`src/rtl/decode_sb_stage.sv`:
```
// Decode/issue stage: 2R/1W register file, per-register pending-write scoreboard,
// and a one-entry output register with a valid/ready handshake toward execute.
module decode_sb_stage #(
  parameter int XLEN      = 32,
  parameter int NREG      = 32,
  parameter int CNT_W     = 2,
  parameter int PAYLOAD_W = 32,
  localparam int RIDX     = $clog2(NREG)
) (
  input  logic                 clk,
  input  logic                 reset,
  input  logic                 flush,
  input  logic                 sb_clear,

  input  logic                 in_valid,
  output logic                 in_ready,
  input  logic [XLEN-1:0]      in_pc,
  input  logic [PAYLOAD_W-1:0] in_payload,
  input  logic [RIDX-1:0]      in_rega,
  input  logic [RIDX-1:0]      in_regb,
  input  logic                 in_use_a,
  input  logic                 in_use_b,
  input  logic [RIDX-1:0]      in_regd,
  input  logic                 in_wb_en,

  input  logic                 wb_valid,
  input  logic [RIDX-1:0]      wb_reg,
  input  logic [XLEN-1:0]      wb_data,

  output logic                 out_valid,
  input  logic                 out_ready,
  output logic [XLEN-1:0]      out_pc,
  output logic [PAYLOAD_W-1:0] out_payload,
  output logic [XLEN-1:0]      out_rega_data,
  output logic [XLEN-1:0]      out_regb_data,
  output logic [RIDX-1:0]      out_regd,
  output logic                 out_wb_en,

  output logic                 stall_raw,
  output logic                 sb_err
);

  localparam int CW1 = CNT_W + 1;
  localparam logic [CNT_W-1:0] CNT_MAX = '1;

  logic [XLEN-1:0]  rf       [NREG];
  logic [CNT_W-1:0] cnt      [NREG];
  logic [CNT_W-1:0] cnt_next [NREG];

  logic [XLEN-1:0] rega_data;
  logic [XLEN-1:0] regb_data;
  logic            hazard_a;
  logic            hazard_b;
  logic            hazard_waw;
  logic            issue;

  logic            cnt_inc;
  logic            cnt_dec_wb;
  logic            cnt_dec_fl;
  logic [CW1-1:0]  cnt_up;
  logic [CW1-1:0]  cnt_dn;

  // Operand read with write-through from the writeback port; register 0 is hardwired.
  always_comb begin
    // NOTE: every always_comb output gets a default first so no path can infer a latch.
    rega_data = rf[in_rega];
    regb_data = rf[in_regb];
    if (in_rega == '0)
      rega_data = '0;
    else if (wb_valid && (wb_reg == in_rega))
      rega_data = wb_data;
    if (in_regb == '0)
      regb_data = '0;
    else if (wb_valid && (wb_reg == in_regb))
      regb_data = wb_data;
  end

  // A last outstanding write landing this cycle is covered by write-through, not a stall.
  always_comb begin
    hazard_a = in_use_a && (cnt[in_rega] != '0) &&
               !((cnt[in_rega] == CNT_W'(1)) && wb_valid && (wb_reg == in_rega));
    hazard_b = in_use_b && (cnt[in_regb] != '0) &&
               !((cnt[in_regb] == CNT_W'(1)) && wb_valid && (wb_reg == in_regb));
    hazard_waw = in_wb_en && (cnt[in_regd] == CNT_MAX);
  end

  assign stall_raw = in_valid && (hazard_a || hazard_b || hazard_waw);
  assign in_ready  = !stall_raw && (!out_valid || out_ready) && !flush && !sb_clear && !reset;
  assign issue     = in_valid && in_ready;

  // Net counter change: +1 on issue, -1 per writeback and per squashed in-flight write.
  always_comb begin
    cnt_inc    = 1'b0;
    cnt_dec_wb = 1'b0;
    cnt_dec_fl = 1'b0;
    cnt_up     = '0;
    cnt_dn     = '0;
    for (int r = 0; r < NREG; r++) begin
      cnt_inc    = issue && in_wb_en && (r != 0) && (in_regd == RIDX'(r));
      cnt_dec_wb = wb_valid && (wb_reg == RIDX'(r));
      cnt_dec_fl = flush && out_valid && out_wb_en && (out_regd == RIDX'(r));
      cnt_up     = {1'b0, cnt[r]} + CW1'(cnt_inc);
      cnt_dn     = CW1'(cnt_dec_wb) + CW1'(cnt_dec_fl);
      cnt_next[r] = (cnt_up > cnt_dn) ? CNT_W'(cnt_up - cnt_dn) : '0;
    end
  end

  always_ff @(posedge clk) begin
    // NOTE: sequential state uses non-blocking assignments so every flop samples pre-edge values.
    if (reset || sb_clear) begin
      for (int r = 0; r < NREG; r++)
        cnt[r] <= '0;
    end else begin
      for (int r = 0; r < NREG; r++)
        cnt[r] <= cnt_next[r];
    end
  end

  always_ff @(posedge clk) begin
    if (reset)
      sb_err <= 1'b0;
    else if (wb_valid && (cnt[wb_reg] == '0))
      sb_err <= 1'b1;
  end

  always_ff @(posedge clk) begin
    // NOTE: the register file must come out of reset all-zero, so this array is reset
    // explicitly; that keeps it in flops rather than a RAM macro.
    if (reset) begin
      for (int r = 0; r < NREG; r++)
        rf[r] <= '0;
    end else if (wb_valid && (wb_reg != '0)) begin
      rf[wb_reg] <= wb_data;
    end
  end

  // Output register: operands are frozen at issue and never refreshed while held.
  always_ff @(posedge clk) begin
    if (reset) begin
      out_valid     <= 1'b0;
      out_pc        <= '0;
      out_payload   <= '0;
      out_rega_data <= '0;
      out_regb_data <= '0;
      out_regd      <= '0;
      out_wb_en     <= 1'b0;
    end else if (issue) begin
      out_valid     <= 1'b1;
      out_pc        <= in_pc;
      out_payload   <= in_payload;
      out_rega_data <= rega_data;
      out_regb_data <= regb_data;
      out_regd      <= in_regd;
      out_wb_en     <= in_wb_en;
    end else if (flush || out_ready) begin
      out_valid <= 1'b0;
    end
  end

endmodule

```
`config.mk`:
```
export PLATFORM = sky130hd
export DESIGN_NAME = decode_sb_stage
export DESIGN_NICKNAME = d
export VERILOG_FILES = /design/src/rtl/decode_sb_stage.sv
export SDC_FILE = /design/constraint.sdc
export NUM_CORES = 2
export LEC_CHECK = 0
export CAP_MARGIN = 40
export CORE_ASPECT_RATIO = 1.25
export CORE_MARGIN = 2
export CORE_UTILIZATION = 58
export CTS_CLUSTER_DIAMETER = 50
export DETAILED_ROUTE_END_ITERATION = 10
export GPL_ROUTABILITY_DRIVEN = 0
export PLACE_DENSITY = 0.76
export SYNTH_ARGS = -nofsm -noshare
export SYNTH_HDL_FRONTEND = slang
export SYNTH_SLANG_ARGS = --single-unit
export TNS_END_PERCENT = 20
```
`constraint.sdc`:
```
create_clock -name clk -period 8.2 [get_ports clk]
set_clock_uncertainty 0.15 [all_clocks]
set_input_delay 0.82 -clock clk [delete_from_list [all_inputs] [get_ports clk]]
set_output_delay 0.82 -clock clk [all_outputs]
set_load 0.005 [all_outputs]
```
==> results.toml <==
[run_status]
outcome = "finished, final reports clean"

[detailed_routing]
via_per_inst = 7.14
vias = 47770
wl_per_cell_microns = 33.9
drt_iter0_markers = 7678
drc = 0
ant_nets = 0
routed_wl_microns = 227000
dr.pass1.iters = 6

[worst_setup_path]
start_kind = "input port"
crit_start = "wb_reg[2]"
required_ps = 7230
cp_max_fo = 36
worstPathArrival_ps = 5040
setup.worst_path.class = "input port to output pin"
critPathCaptureType = "output pin"
r2r_cells = 12
crit-reg2reg-launch = "cnt[28][1]$_SDFF_PP0_"

[min_path]
hp-class = "register to register"
min-delay-start = "out_payload[28]$_SDFFE_PP0N_"
min_path_cells = 2

[power]
powerDensity_nw_per_um2 = 195
combPwrFrac_pct = 11.8
cellLeakagePower_nw = 27.7
p_seq_share_pct = 47.9
p_int_w = 0.0113
clockPowerShare_pct = 40.3
switching_share_pct = 24.8
switchingPower_w = 0.00374
ir_worst_vdd_mv = 0.233

[sta]
max_freq_ghz = 0.166
setup_ws_ps = 2190
finalMaxSlewViolations = 0
hold_viol = 0
min_period_over_period_pct = 73.3
worst_pin_slew_ps = 1120
setup-tns-final_ps = 0
min_period_ps = 6010
setup_viol = 0
rsz0062_at_grt = "false"
slew_headroom_pct = 25.6

[cells_and_area]
layout-drive-gt1-share_pct = 21.7
syn2layout_area_growth_pct = 13.7
num-fill-cells = 8031
final_nets = 5288

[clock_tree]
post_cts_buffers = 0
clock-sinks = 1224
clk_latency_ps = 800
cts.repair.resized = 0
clkTransAtPathRegs_ps = 50
htree_levels = 4
cts_hold_buf = 0
cts_inserted_buffers = 133
clock_path_buffers = 3
cts_tree = "done"
cts_root_buffer = "clkbuf_16"

[synthesis]
ys_async_sr_fraction_pct = 0
yosys_warnings = 0
synth_seq_cells = 1224
synth_edf_count = 1024
ys_seq_area_share_pct = 51.1
yosysMostFrequentCell = "edfxtp_1"
synth_area_leader_cell = "edfxtp_1"
synth_cell_types = 57
synth_cells = 4916
synth_top_area_share_pct = 45.2
synth_ff_type = "edfxtp_1"
synth_area_leaders = "edfxtp_1 (45%), mux4_2 (19%), and2_1 (9.1%), dfxtp_1 (5.9%), mux2i_1 (3.6%)"
syn_area_per_cell_sq_um = 13.8
synth_area_sq_um = 68000
yosys-top-cells-count = "edfxtp_1 (1024), and2_1 (994), mux4_2 (580), clkbuf_1 (363), mux2i_1 (244)"

[floorplanning]
die_y_microns = 387
die-width_microns = 310
die_area_sq_um = 120000
row_count = 140
io_pins = 264
core_area_sq_um = 116000
initial_utilization_pct = 58.4

[flow_run]
cap_violations = 0

[global_routing]
grt_usage_pct = 38.3
grt-ovfl-total = 0
grt_pass1_wl_microns = 327000
grt_max_degree = 143
antenna_found_initial = 22
grt_pass1_vias = 48750

[placement]
dp_slack_ps = 1850
portBuffers = 263
dpl.hpwl_microns = 127000
[layer usage]
layer	GRT usage (%)	up-vias	wire, microns
li1	-	18775	-
met1	47.9	23791	73700
met5	0.408	-	134
met3	13.3	985	33700
met4	21.9	16	15000
met2	58.0	4203	105000
[state kept, by name, summed over array words and instances, names as in the netlist]
name and flops:
out_regd 5, out_wb_en 1, out_payload 32, out_pc 32, out_regb_data 32, out_valid 1, cnt 64, sb_err 1
rf 1024, out_rega_data 32
[worst paths after layout]
check / endpoint / slack [ps]
worst min-delay path: out_payload[28]$_SDFFE_PP0N_ / 320
worst max register to register: cnt[10][1]$_SDFF_PP0_ / 3330
worst min register to register: out_payload[28]$_SDFFE_PP0N_ / 320
worst max-delay path: in_ready / 2190
[metrics by stage]
stage	utilization, %	hold WS, ps	instances	instance area [sq um]	power [W]
4_1_cts	66.3	319	6674	77300	0.0150
3_5_place_dp	62.6	291	6430	72900	0.00905
5_1_grt	66.3	333	6677	77300	0.0154
2_1_floorplan	-	292	4947	68100	0.00837
6_report	66.4	316	6693	77300	0.0150
3_3_place_gp	62.0	293	6396	72200	0.00897
[worst max-delay path, stage by stage]
cell and delay [ps]:
clkdlybuf4s50_1 720, xor2_1 270, nor4_1 440, and3_2 560, buf_4 460, o41ai_1 250
o311ai_4 150, buf_4 450, nand4_1 170, a21boi_0 210, clkdlybuf4s50_1 520
[power groups by stage]
| stage | registers [W] | logic [W] | clock network (W) |
|---|---|---|---|
| global route | 0.00723 | 0.00182 | 0.00631 |
| global placement | 0.00730 | 0.00167 | 0 |
| floorplan | 0.00727 | 0.00110 | 0 |
| finish | 0.00721 | 0.00177 | 0.00606 |
| detailed placement | 0.00732 | 0.00172 | 0 |
| CTS | 0.00720 | 0.00173 | 0.00607 |
[cell families (layout without fill, tap and decap cells)]
family	count (synthesis)	count (layout)	share of synthesized area, %
XOR/XNOR	10	10	0.129
flip-flops	1224	1224	51.1
adder cells (fa/ha/maj)	159	159	3.28
AO/OA/AOI/OAI	425	425	3.97
buffers and inverters	576	741	3.48
other	1	51	0.00551
multiplexers	917	917	24.3
AND/OR/NAND/NOR	1604	1604	13.7
[cells in the final DEF (no fill, tap or decap), types with 32 or more instances in the layout]
master and count:
o21ai_0 53, ha_1 127, buf_4 114, and2_1 994, a21oi_1 138, fa_1 32
mux2i_1 244, dfxtp_1 200, nand2_1 81, clkbuf_16 137, conb_1 32, mux2_2 93
mux4_2 580, nand4_1 37, and3_1 32, o211ai_1 50, o31ai_1 52, nand2b_1 67
inv_1 83, nor3_1 93, edfxtp_1 1024, nor2_1 125, nor2b_1 64, clkdlybuf4s50_1 250
[cell type report]
class / count / area [sq um] / area share (%)
Inverter: 85 / 319 / 0.413
Sequential cell: 1224 / 34800 / 45.0
Multi-Input combinational cell: 3147 / 31600 / 40.9
Clock buffer: 176 / 3650 / 4.73
Antenna cell: 19 / 47.5 / 0.0615
Tap cell: 1562 / 1950 / 2.53
Timing Repair Buffer: 412 / 4250 / 5.50
Clock inverter: 68 / 684 / 0.885
(Power assumes the default switching activity.)
